[src/rtl/uart_tx_arbiter.sv]
`default_nettype none
// ============================================================================
//  Module   : uart_tx_arbiter
//  Purpose  : Shares one UART transmitter between NUM_REQ byte-stream
//             requesters. Round-robin arbitration with packet lock: a granted
//             requester keeps the transmitter until its last-flagged byte has
//             been accepted, or until it is disabled or times out.
//  Revision : 1.0 - initial release
// ============================================================================
module uart_tx_arbiter #(
    parameter int NUM_REQ      = 4,
    parameter int LOCK_TIMEOUT = 1024,
    parameter int CNT_W        = 16,
    localparam int ID_W        = (NUM_REQ > 1) ? $clog2(NUM_REQ) : 1
) (
    input  logic                 clock,
    input  logic                 reset,
    input  logic [NUM_REQ-1:0]   req_valid,
    input  logic [8*NUM_REQ-1:0] req_data,
    input  logic [NUM_REQ-1:0]   req_last,
    input  logic [NUM_REQ-1:0]   req_enable,
    output logic [NUM_REQ-1:0]   req_ready,
    input  logic                 tx_ready,
    output logic                 tx_start,
    output logic [7:0]           tx_data,
    output logic [ID_W-1:0]      grant_id,
    output logic                 busy,
    output logic                 timeout_err,
    output logic [CNT_W-1:0]     bytes_sent
);

    // The lock counter only ever reaches LOCK_TIMEOUT-1 before it is cleared.
    localparam int              c_TO_W      = (LOCK_TIMEOUT > 1) ? $clog2(LOCK_TIMEOUT) : 1;
    // Reset grant points at the highest requester so requester 0 wins first.
    localparam logic [ID_W-1:0] c_GRANT_RST = ID_W'(NUM_REQ - 1);

    typedef enum logic [1:0] {
        S_ARB   = 2'd0,
        S_FETCH = 2'd1,
        S_SEND  = 2'd2
    } state_t;

    state_t              r_state;
    logic [ID_W-1:0]     r_grant;
    logic                r_tx_start;
    logic [7:0]          r_tx_data;
    logic                r_hold_last;
    logic                r_busy;
    logic                r_timeout_err;
    logic [CNT_W-1:0]    r_bytes_sent;
    logic [c_TO_W-1:0]   r_to_cnt;
    logic                r_tx_ready_q;

    logic [NUM_REQ-1:0]  w_cand;
    logic                w_found;
    logic [ID_W-1:0]     w_winner;
    logic [ID_W-1:0]     w_idx;
    logic [7:0]          w_sel_data;
    logic                w_accept;
    logic                w_to_hit;

    assign w_cand     = req_valid & req_enable;
    assign w_sel_data = req_data[int'(r_grant)*8 +: 8];

    // The transmitter takes the byte when ready falls while start is held;
    // this is true both for a start from IDLE and for a start seen in STOP.
    assign w_accept   = r_tx_start & r_tx_ready_q & ~tx_ready;

    // A zero LOCK_TIMEOUT disables the lock-release timer entirely.
    assign w_to_hit   = (LOCK_TIMEOUT > 0) && (int'(r_to_cnt) == LOCK_TIMEOUT - 1);

    // Round-robin search starting one past the last grant and wrapping.
    always_comb begin
        w_found  = 1'b0;
        w_winner = r_grant;
        w_idx    = '0;
        for (int k = 1; k <= NUM_REQ; k++) begin
            w_idx = ID_W'((int'(r_grant) + k) % NUM_REQ);
            if (!w_found && w_cand[w_idx]) begin
                w_found  = 1'b1;
                w_winner = w_idx;
            end
        end
    end

    // Only the locked requester sees ready, and only while a byte is wanted.
    always_comb begin
        req_ready = '0;
        if (r_state == S_FETCH) begin
            req_ready[r_grant] = 1'b1;
        end
    end

    // Controller state machine with registered transmitter-side outputs.
    always_ff @(posedge clock) begin
        if (reset) begin
            r_state       <= S_ARB;
            r_grant       <= c_GRANT_RST;
            r_tx_start    <= 1'b0;
            r_tx_data     <= 8'h00;
            r_hold_last   <= 1'b0;
            r_busy        <= 1'b0;
            r_timeout_err <= 1'b0;
            r_bytes_sent  <= '0;
            r_to_cnt      <= '0;
            r_tx_ready_q  <= 1'b1;
        end else begin
            r_tx_ready_q  <= tx_ready;
            r_timeout_err <= 1'b0;
            case (r_state)
                S_ARB: begin
                    if (w_found) begin
                        r_grant <= w_winner;
                        r_state <= S_FETCH;
                        r_busy  <= 1'b1;
                    end
                end
                S_FETCH: begin
                    if (req_valid[r_grant]) begin
                        r_tx_data   <= w_sel_data;
                        r_hold_last <= req_last[r_grant];
                        r_to_cnt    <= '0;
                        r_tx_start  <= 1'b1;
                        r_state     <= S_SEND;
                    end else if (!req_enable[r_grant]) begin
                        // Disabled mid-packet: release quietly, nothing taken.
                        r_to_cnt <= '0;
                        r_state  <= S_ARB;
                        r_busy   <= 1'b0;
                    end else if (w_to_hit) begin
                        r_to_cnt      <= '0;
                        r_timeout_err <= 1'b1;
                        r_state       <= S_ARB;
                        r_busy        <= 1'b0;
                    end else begin
                        r_to_cnt <= r_to_cnt + c_TO_W'(1);
                    end
                end
                S_SEND: begin
                    // Enable changes are ignored here so the byte in flight completes.
                    if (w_accept) begin
                        r_tx_start   <= 1'b0;
                        r_bytes_sent <= r_bytes_sent + CNT_W'(1);
                        if (r_hold_last) begin
                            r_state <= S_ARB;
                            r_busy  <= 1'b0;
                        end else begin
                            r_state <= S_FETCH;
                        end
                    end
                end
                default: begin
                    r_state    <= S_ARB;
                    r_busy     <= 1'b0;
                    r_tx_start <= 1'b0;
                end
            endcase
        end
    end

    assign tx_start    = r_tx_start;
    assign tx_data     = r_tx_data;
    assign grant_id    = r_grant;
    assign busy        = r_busy;
    assign timeout_err = r_timeout_err;
    assign bytes_sent  = r_bytes_sent;

endmodule
`default_nettype wire

[config.mk]
export PLATFORM = sky130hd
export DESIGN_NAME = uart_tx_arbiter
export DESIGN_NICKNAME = d
export VERILOG_FILES = /design/src/rtl/uart_tx_arbiter.sv
export SDC_FILE = /design/constraint.sdc
export NUM_CORES = 1
export LEC_CHECK = 0
export CAP_MARGIN = 20
export CORE_UTILIZATION = 24
export CTS_CLUSTER_DIAMETER = 40
export DETAILED_ROUTE_END_ITERATION = 10
export GPL_ROUTABILITY_DRIVEN = 0
export MAX_ROUTING_LAYER = met4
export PLACE_DENSITY = 0.58
export SLEW_MARGIN = 10
export SYNTH_ARGS = -nofsm -noshare
export SYNTH_HDL_FRONTEND = slang
export SYNTH_SLANG_ARGS = --single-unit
[constraint.sdc]
create_clock -name clock -period 2.5 [get_ports clock]
set_input_delay 0.5 -clock clock [delete_from_list [all_inputs] [get_ports clock]]
set_output_delay 0.5 -clock clock [all_outputs]
set_load 0.05 [all_outputs]
### Word level (Yosys, flattened, before mapping)

Index checks and enable logic that the tools add are counted.

| word-level totals | value |
|---|---|
| register bits | 43 |
| word-level logic and storage cells | 102 |
| output and inout port bits | 33 |

| operators by class | value |
|---|---|
| equality and inequality tests | 10 |
| multiplexer cells | 46 |
| order comparisons | 6 |
| bitwise logic cells | 7 |
| shifts and indexed selects | 1 |
| reductions and logical operators | 16 |
| add/subtract/negate cells | 6 |

Operators by type and width:

| kind | count |
|---|---|
| $shiftx 32x6->8 | 1 |
| $mux 10 | 3 |
| $mux 1 | 22 |
| $mux 2 | 9 |
| $add 16x1->16 const B | 1 |
| $lt 2x3->1 const B | 5 |
| $bmux 1 s2 | 7 |
| $add 10x1->10 const B | 1 |
| $eq 10x1->1 const B | 1 |
| $reduce_and 3->1 | 3 |
| $ne 2x2->1 const B | 4 |
| $pmux 1 s3 | 2 |
| $pmux 2 s3 | 1 |
| $reduce_and 5->1 | 1 |
| $add 2x1->2 const B | 2 |
| $add 2x2->2 const B | 2 |
| $and 4x4->4 | 1 |
| $logic_and 1x1->1 | 4 |
| $mux 4 | 1 |
| $ne 4x4->1 const B | 1 |
| $not 1->1 | 4 |
| $reduce_and 2->1 | 2 |
| $reduce_bool 4->1 | 1 |
| $reduce_or 4->1 | 1 |
| other kinds (9) | 12 |

### Depth between registers and ports, before layout

Gate-level depths: netlist of run 1.

| logic depth | value |
|---|---|
| depth after elaboration | 15 |
| mapped depth | 8 |

### Least setup slack after synthesis of run 1

No wires, ideal clock.

| timing | value |
|---|---|
| path type | register -> register |
| start point | register r_grant[0] (netlist: grant_id[0]) |
| end point | register r_grant[0] (netlist: grant_id[0]) |
| cell stages (with the launch flop) | 9 |
| data arrival time | 2.298 ns |
| slack | 0.082 ns |
| required time | 2.380 ns |
| cells stage by stage | dfxtp_1 > buf_2 > buf_4 > inv_1 > ha_1 > mux4_2 > o221ai_1 > xnor2_1 > nand2_1 |

| between the ends | value |
|---|---|
| cells in the longest elaborated chain, start to end | 14 |
| elaborated cells between the ends (all ways) | 28 |
| those cells by class | 4 x add/sub; 16 x mux; 8 x reduce/logical |

RTL lines:

| what | line | source |
|---|---|---|
| from (decl) | 44 | `logic [ID_W-1:0] r_grant;` |
| from (signal assigned) | 98 | `r_grant <= c_GRANT_RST;` |
| from (signal assigned) | 113 | `r_grant <= w_winner;` |
| $add 2x1->2 | 78 | `w_idx = ID_W'((int'(r_grant) + k) % NUM_REQ);` |
| $bmux 1 s2 | 79 | `if (!w_found && w_cand[w_idx]) begin` |
| $mux 1 (not written as such) | 79 |  |
| $mux 1 | 79 |  |
| $logic_not 1->1 | 79 |  |
| $logic_and 1x1->1 | 79 |  |
| $mux 1 | 79 |  |
| $logic_not 1->1 | 79 |  |
| $logic_and 1x1->1 | 79 |  |
| $mux 1 | 79 |  |
| $logic_not 1->1 | 79 |  |
| $logic_and 1x1->1 | 79 |  |
| $reduce_bool 4->1 (no source line) / $mux 1 (equally long branches) | - |  |
| $reduce_and 3->1 (no source line) | - |  |

Parallel ways exist; a longest one is shown, timed or not. The select of a mux whose other input is x is not followed.
A chain may end at the register's enable or synchronous reset.

### Final worst setup path of run 1

| timing | value |
|---|---|
| start point | register r_grant[0] (netlist: grant_id[0]) |
| end point | output req_ready[0] |

| between the ends | value |
|---|---|
| cells in the longest elaborated chain, start to end | 5 |
| elaborated cells between the ends (all ways) | 6 |
| those cells by class | 2 x order compare; 3 x mux; 1 x reduce/logical |

RTL lines:

| what | line | source |
|---|---|---|
| $lt 2x3->1 (not written as such) / $ge 2x1->1 (equally long branches) | 90 | `req_ready[r_grant] = 1'b1;` |
| $logic_and 1x1->1 (not written as such) | 90 |  |
| $mux 1 (not written as such) | 90 |  |
| $demux 1 s2 (*) | 90 |  |
| $mux 4 (*) | 89 | `if (r_state == S_FETCH) begin` |
| to (decl) | 22 | `output logic [NUM_REQ-1:0] req_ready,` |

Mark *: on every way between the ends. The rest lies on a longest branch, timed or not.

==> results.json, run 1 <==
{
  "cts.htree.levels": 2,
  "ir_worst_vdd_v": 0.000343,
  "yosys_warnings": 0,
  "synth_top_family_by_area": "simple AND/OR/NAND/NOR gates",
  "yosys.cell_types.count": 53,
  "die_w_um": 103,
  "grt-ovfl-total": 0,
  "cts_buffer_depth": 2,
  "post-place-ws_ns": 0.0356,
  "nNetsFinal": 409,
  "arrival_ns": 1.77,
  "ctsResizeCount": 0,
  "p_leak_nw": 1.23,
  "viasPerCell": 4.76,
  "n_antenna_cell": 0,
  "setup_violations": 0,
  "syn-num-nets": 326,
  "syn_to_final_growth_pct": 44.2,
  "slew_violations": 0,
  "synthAdderAreaFrac": 0.0310,
  "n_fill_cell": 1004,
  "grt_max_degree": 37,
  "end_kind": "output port",
  "cts_root_buf": "clkbuf_8",
  "cap_viol_max_count": 0,
  "crit_fanout": 16,
  "wl_per_cell_um": 12.9,
  "pwr_density_cell_nw_per_um2": 758,
  "clk_latency_ns": 0.29,
  "die_h_um": 103,
  "rsz0062_at_grt": "no",
  "cts_buffers": 5,
  "synth_edf_count": 0,
  "wl_um": 6340,
  "crit_type": "reg -> out",
  "dieArea_um2": 10500,
  "finalSetupTns_ns": 0,
  "first_pass_iters": 4,
  "tightest_slew_ns": 0.594,
  "drive_gt1_frac": 0.106,
  "worst_slack_ns": 0.233,
  "synth_mux_area_frac": 0.122,
  "cts_tree": "done",
  "hold_class": "reg -> reg",
  "yosys.area_share.simple": 0.263,
  "dr.first_iter.drc_count": 92,
  "hold_buffers": 0,
  "post_synth_inst_count": 273,
  "yosys_register_bits": 43,
  "start_kind": "register",
  "synthXorXnorAreaFrac": 0.0397,
  "row_count": 36,
  "ys.flop_type": "dfxtp_1",
  "synth_compound_area_frac": 0.158,
  "path_clk_slew_ns": 0.09,
  "io_pins": 80,
  "grt_pass1_wl_um": 10100,
  "clock_sinks": 43,
  "fmaxAchievable_ghz": 0.441,
  "coreArea_um2": 9770,
  "grt_pass1_vias": 2171,
  "skew_ns": 0.00635,
  "globalRouteTotalUtil": 0.124,
  "period_needed_ns": 2.27,
  "place_hpwl_um": 4870,
  "crit_required_ns": 2.00,
  "relSlewSlack": 0.604,
  "antenna_left": 0,
  "hold_viol_final": 0,
  "drc_errors": 0,
  "avgSynthCellArea_um2": 8.88,
  "timing.final.crit_share": 0.907,
  "start_util": 0.248,
  "synthesis.area_um2": 2420,
  "status": "completed",
  "p_total_mw": 2.65,
  "synth_seq_area_share": 0.355,
  "async_flop_share": 0,
  "vias": 2331,
  "antenna_found_initial": 0,
  "post_cts_buffers": 0,
  "io_buffer_count": 79
}
[cells in the mapped netlist, drive strengths merged (2+ instances only)]
cell type,instances,area share
a21o,2,0.0062
a21oi,21,0.043
a22o,2,0.0072
a311oi,2,0.0072
a31oi,5,0.013
a32oi,2,0.0072
and2,10,0.026
and3,2,0.0052
buf,4,0.011
clkbuf,7,0.011
dfxtp,43,0.36
ha,6,0.031
inv,6,0.0093
mux4,13,0.12
nand2,42,0.065
nand2b,3,0.0077
nand3,12,0.025
nand3b,4,0.018
nand4,6,0.015
nor2,23,0.039
nor3,4,0.0083
nor4,4,0.010
o21ai,10,0.021
o311ai,2,0.0072
o31a,2,0.0072
or3,8,0.021
xnor2,7,0.025
xor2,4,0.014
[logic make-up (layout without fill, tap and decap cells)]
group | after synthesis | in the layout
DFF | 43 | 43
and+or+nand+nor | 124 | 124
buffers and inverters | 17 | 101
xor gates and xnor gates | 11 | 11
AOI/OAI and AO/OA | 59 | 59
adders and majority gates | 6 | 6
muxes | 13 | 13
[power by group]
| group | internal [mW] | switching [mW] | leakage [nW] |
|---|---|---|---|
| registers | 0.765 | 0.0932 | 0.349 |
| logic | 0.619 | 0.728 | 0.842 |
| clock network | 0.196 | 0.249 | 0.0412 |
[layer usage]
layer  track usage  part of all wire  routed length (µm)
met5             -                 0                   0
met4        0.0396             0.014                  86
met3        0.0224             0.049                 310
met2         0.205              0.49                3100
met1         0.153              0.45                2850
[critical path, stage by stage (launching register included)]
cell	delay (ns)
dfxtp_1	0.71
inv_1	0.20
ha_1	0.24
and2_1	0.14
buf_4	0.19
[cell usage in the layout, fill, tap and decap left out, types with 7 or more instances in the layout]
cell | synthesis | layout
clkdlybuf4s50_1 | 0 | 73
dfxtp_1 | 43 | 43
nand2_1 | 42 | 42
nor2_1 | 22 | 22
a21oi_1 | 21 | 21
nand3_1 | 12 | 12
mux4_2 | 12 | 12
buf_4 | 1 | 11
o21ai_0 | 10 | 10
and2_1 | 9 | 9
or3_1 | 8 | 8
xnor2_1 | 7 | 7
[final timing paths]
path	start	to	slack [ns]	cells past startpoint
worst min-delay path	tx_data[7]	tx_data[7]	0.46	2
worst max register to register	grant_id[0]	grant_id[0]	0.37	5
worst min register to register	tx_data[7]	tx_data[7]	0.46	2
worst max-delay path	grant_id[0]	req_ready[0]	0.23	4
[state kept, by name (all words and copies together) (netlist names), 2 cells and up]
| name | cells |
|---|---|
| r_to_cnt | 10 |
| r_state | 2 |
| bytes_sent | 16 |
| tx_data | 8 |
| grant_id | 2 |
[metrics by stage]
stage	util	instance area [µm²]	instances	hold WS [ns]
floorplan	-	2420	273	0.434
global placement	0.349	3410	482	0.443
detailed placement	0.349	3410	482	0.451
CTS	0.358	3500	490	0.463
global route	0.358	3500	490	0.485
finish	0.358	3500	490	0.458
[cell type report]
cell class / count / area [µm²] / area share
inverter: 6 / 22.5 / 0.00644
tap: 133 / 166 / 0.0476
sequential: 43 / 861 / 0.246
clock inverter: 2 / 12.5 / 0.00358
multi-input combinational: 213 / 1490 / 0.426
clock buffer: 6 / 72.6 / 0.0208
timing repair buffer: 87 / 873 / 0.250
No activity file was read; power rests on OpenSTA's default activity.
==> run 2, diff against run 1 <==
Settings changed: CAP_MARGIN 20 to 10.
Clock period 2.5 ns to 2.1 ns, I/O delays scaled along.
==> results.json, run 2 (same netlist as run 1, synthesis figures left out) <==
{
  "whs_endpoint": "tx_data[4]",
  "n_antenna_cell": 0,
  "timing.final.crit_share": 0.946,
  "reg2reg_from": "grant_id[1]",
  "fmaxAchievable_ghz": 0.503,
  "wl_per_cell_um": 12.3,
  "largest_reg_flops": 16,
  "hold_ws_ns": 0.457,
  "relSlewSlack": 0.654,
  "cts_tree": "done",
  "nNetsFinal": 427,
  "slowest_stage": "clkdlybuf4s50_1",
  "coreArea_um2": 9770,
  "crit_path_max_incr_delay_ns": 0.84,
  "io_pins": 80,
  "grt_pass1_vias": 2313,
  "grt_busiest_layer": "met2",
  "start_kind": "register",
  "grtUsageMet1": 0.156,
  "crit_buf_inv": 1,
  "cts.htree.levels": 2,
  "antenna_found_initial": 0,
  "path_clk_slew_ns": 0.09,
  "syn_to_final_growth_pct": 51.8,
  "grt_max_degree": 37,
  "row_count": 36,
  "cts_buffers": 5,
  "slew_violations": 0,
  "start_util": 0.248,
  "period_needed_ns": 1.99,
  "antenna_left": 0,
  "pwr_density_cell_nw_per_um2": 943,
  "dr.first_iter.drc_count": 87,
  "end_kind": "output port",
  "n_fill_cell": 1017,
  "globalRouteTotalUtil": 0.127,
  "reg2reg_setup_slack_ns": 0.26,
  "final_cell_area_um2": 3680,
  "worst_slack_ns": 0.113,
  "layout_common_cells": "clkdlybuf4s50_1 (73), nand2_1 (42), dfxtp_1 (41), buf_4 (29), nor2_1 (22)",
  "status": "completed",
  "grt_pass1_wl_um": 10400,
  "wl_um": 6260,
  "viasPerCell": 4.60,
  "ir_worst_vdd_v": 0.000380,
  "crit_path_cell_trace": "clkdlybuf4s50_1",
  "crit_required_ns": 1.68,
  "instances_no_fill": 508,
  "tightest_slew_ns": 0.517,
  "cts_buffer_depth": 2,
  "clk_latency_ns": 0.29,
  "drive_gt1_frac": 0.157,
  "grt_use_met2": 0.214,
  "p_total_mw": 3.47,
  "p_leak_nw": 1.34,
  "use_met3": 0.0183,
  "rsz0062_at_grt": "no",
  "first_pass_iters": 4,
  "place_hpwl_um": 4890,
  "post_dp_cell_area_um2": 3550,
  "crit_family": "buffers and inverters",
  "hold_class": "reg -> reg",
  "min_delay_path_depth": 2,
  "final_core_util": 0.376,
  "die_w_um": 103,
  "finalSetupTns_ns": 0,
  "cap_viol_max_count": 0,
  "layout_commonest_cell": "clkdlybuf4s50_1",
  "reg2regPathDepth": 4,
  "arrival_ns": 1.57,
  "place_inst": 500,
  "die_h_um": 103,
  "dieArea_um2": 10500,
  "grt-ovfl-total": 0,
  "post-place-ws_ns": -0.228,
  "post_cts_buffers": 0,
  "crit_fanout": 5,
  "io_buffer_count": 79,
  "vias": 2337,
  "hold_viol_final": 0,
  "skew_ns": 0.00815,
  "timing.rr.end": "r_to_cnt[3]",
  "drc_errors": 0,
  "clock_sinks": 43,
  "cts_root_buf": "clkbuf_8",
  "crit_type": "reg -> out",
  "setup_violations": 0,
  "hp-start": "tx_data[4]"
}
## run 2: what timing repair did
action                                  CTS  global route
endpoints found under the setup margin    0             1
gates resized for setup                   0             3
hold buffers                              0             0
## run 2: layout make-up
type                       count  area [µm²]  share of cell area
clock inverter                 2        60.1              0.0163
inverter                       6        22.5             0.00612
multi-input combinational    213        1480               0.403
sequential                    43         866               0.235
timing repair buffer         105        1010               0.274
tap                          133         166              0.0452
clock buffer                   6        72.6              0.0197
## run 2: worst max path at each step
stage | startpoint | end | slack, ns | depth (start not counted)
detailed placement | req_enable[1] | busy | -0.23 | 6
CTS | req_enable[1] | busy | 0.07 | 6
floorplan | grant_id[0] | grant_id[0] | -0.1 | 8
finish | bytes_sent[2] | bytes_sent[2] | 0.11 | 1
global placement | req_enable[1] | busy | -0.21 | 6
global route | bytes_sent[3] | bytes_sent[3] | 0.03 | 1
## run 2: power breakdown
| part | total, mW | leakage, nW | internal, mW | switching [mW] |
|---|---|---|---|---|
| registers | 1.04 | 0.348 | 0.918 | 0.122 |
| clock network | 0.763 | 0.0654 | 0.476 | 0.288 |
| logic | 1.67 | 0.922 | 0.797 | 0.871 |
| total | 3.47 | 1.34 | 2.19 | 1.28 |
## run 2: per-layer routing
layer | up-vias | wire length (µm)
met2 | 46 | 3030
met4 | 0 | 78
met5 | - | 0
li1 | 1209 | -
met1 | 1077 | 2940
met3 | 5 | 213
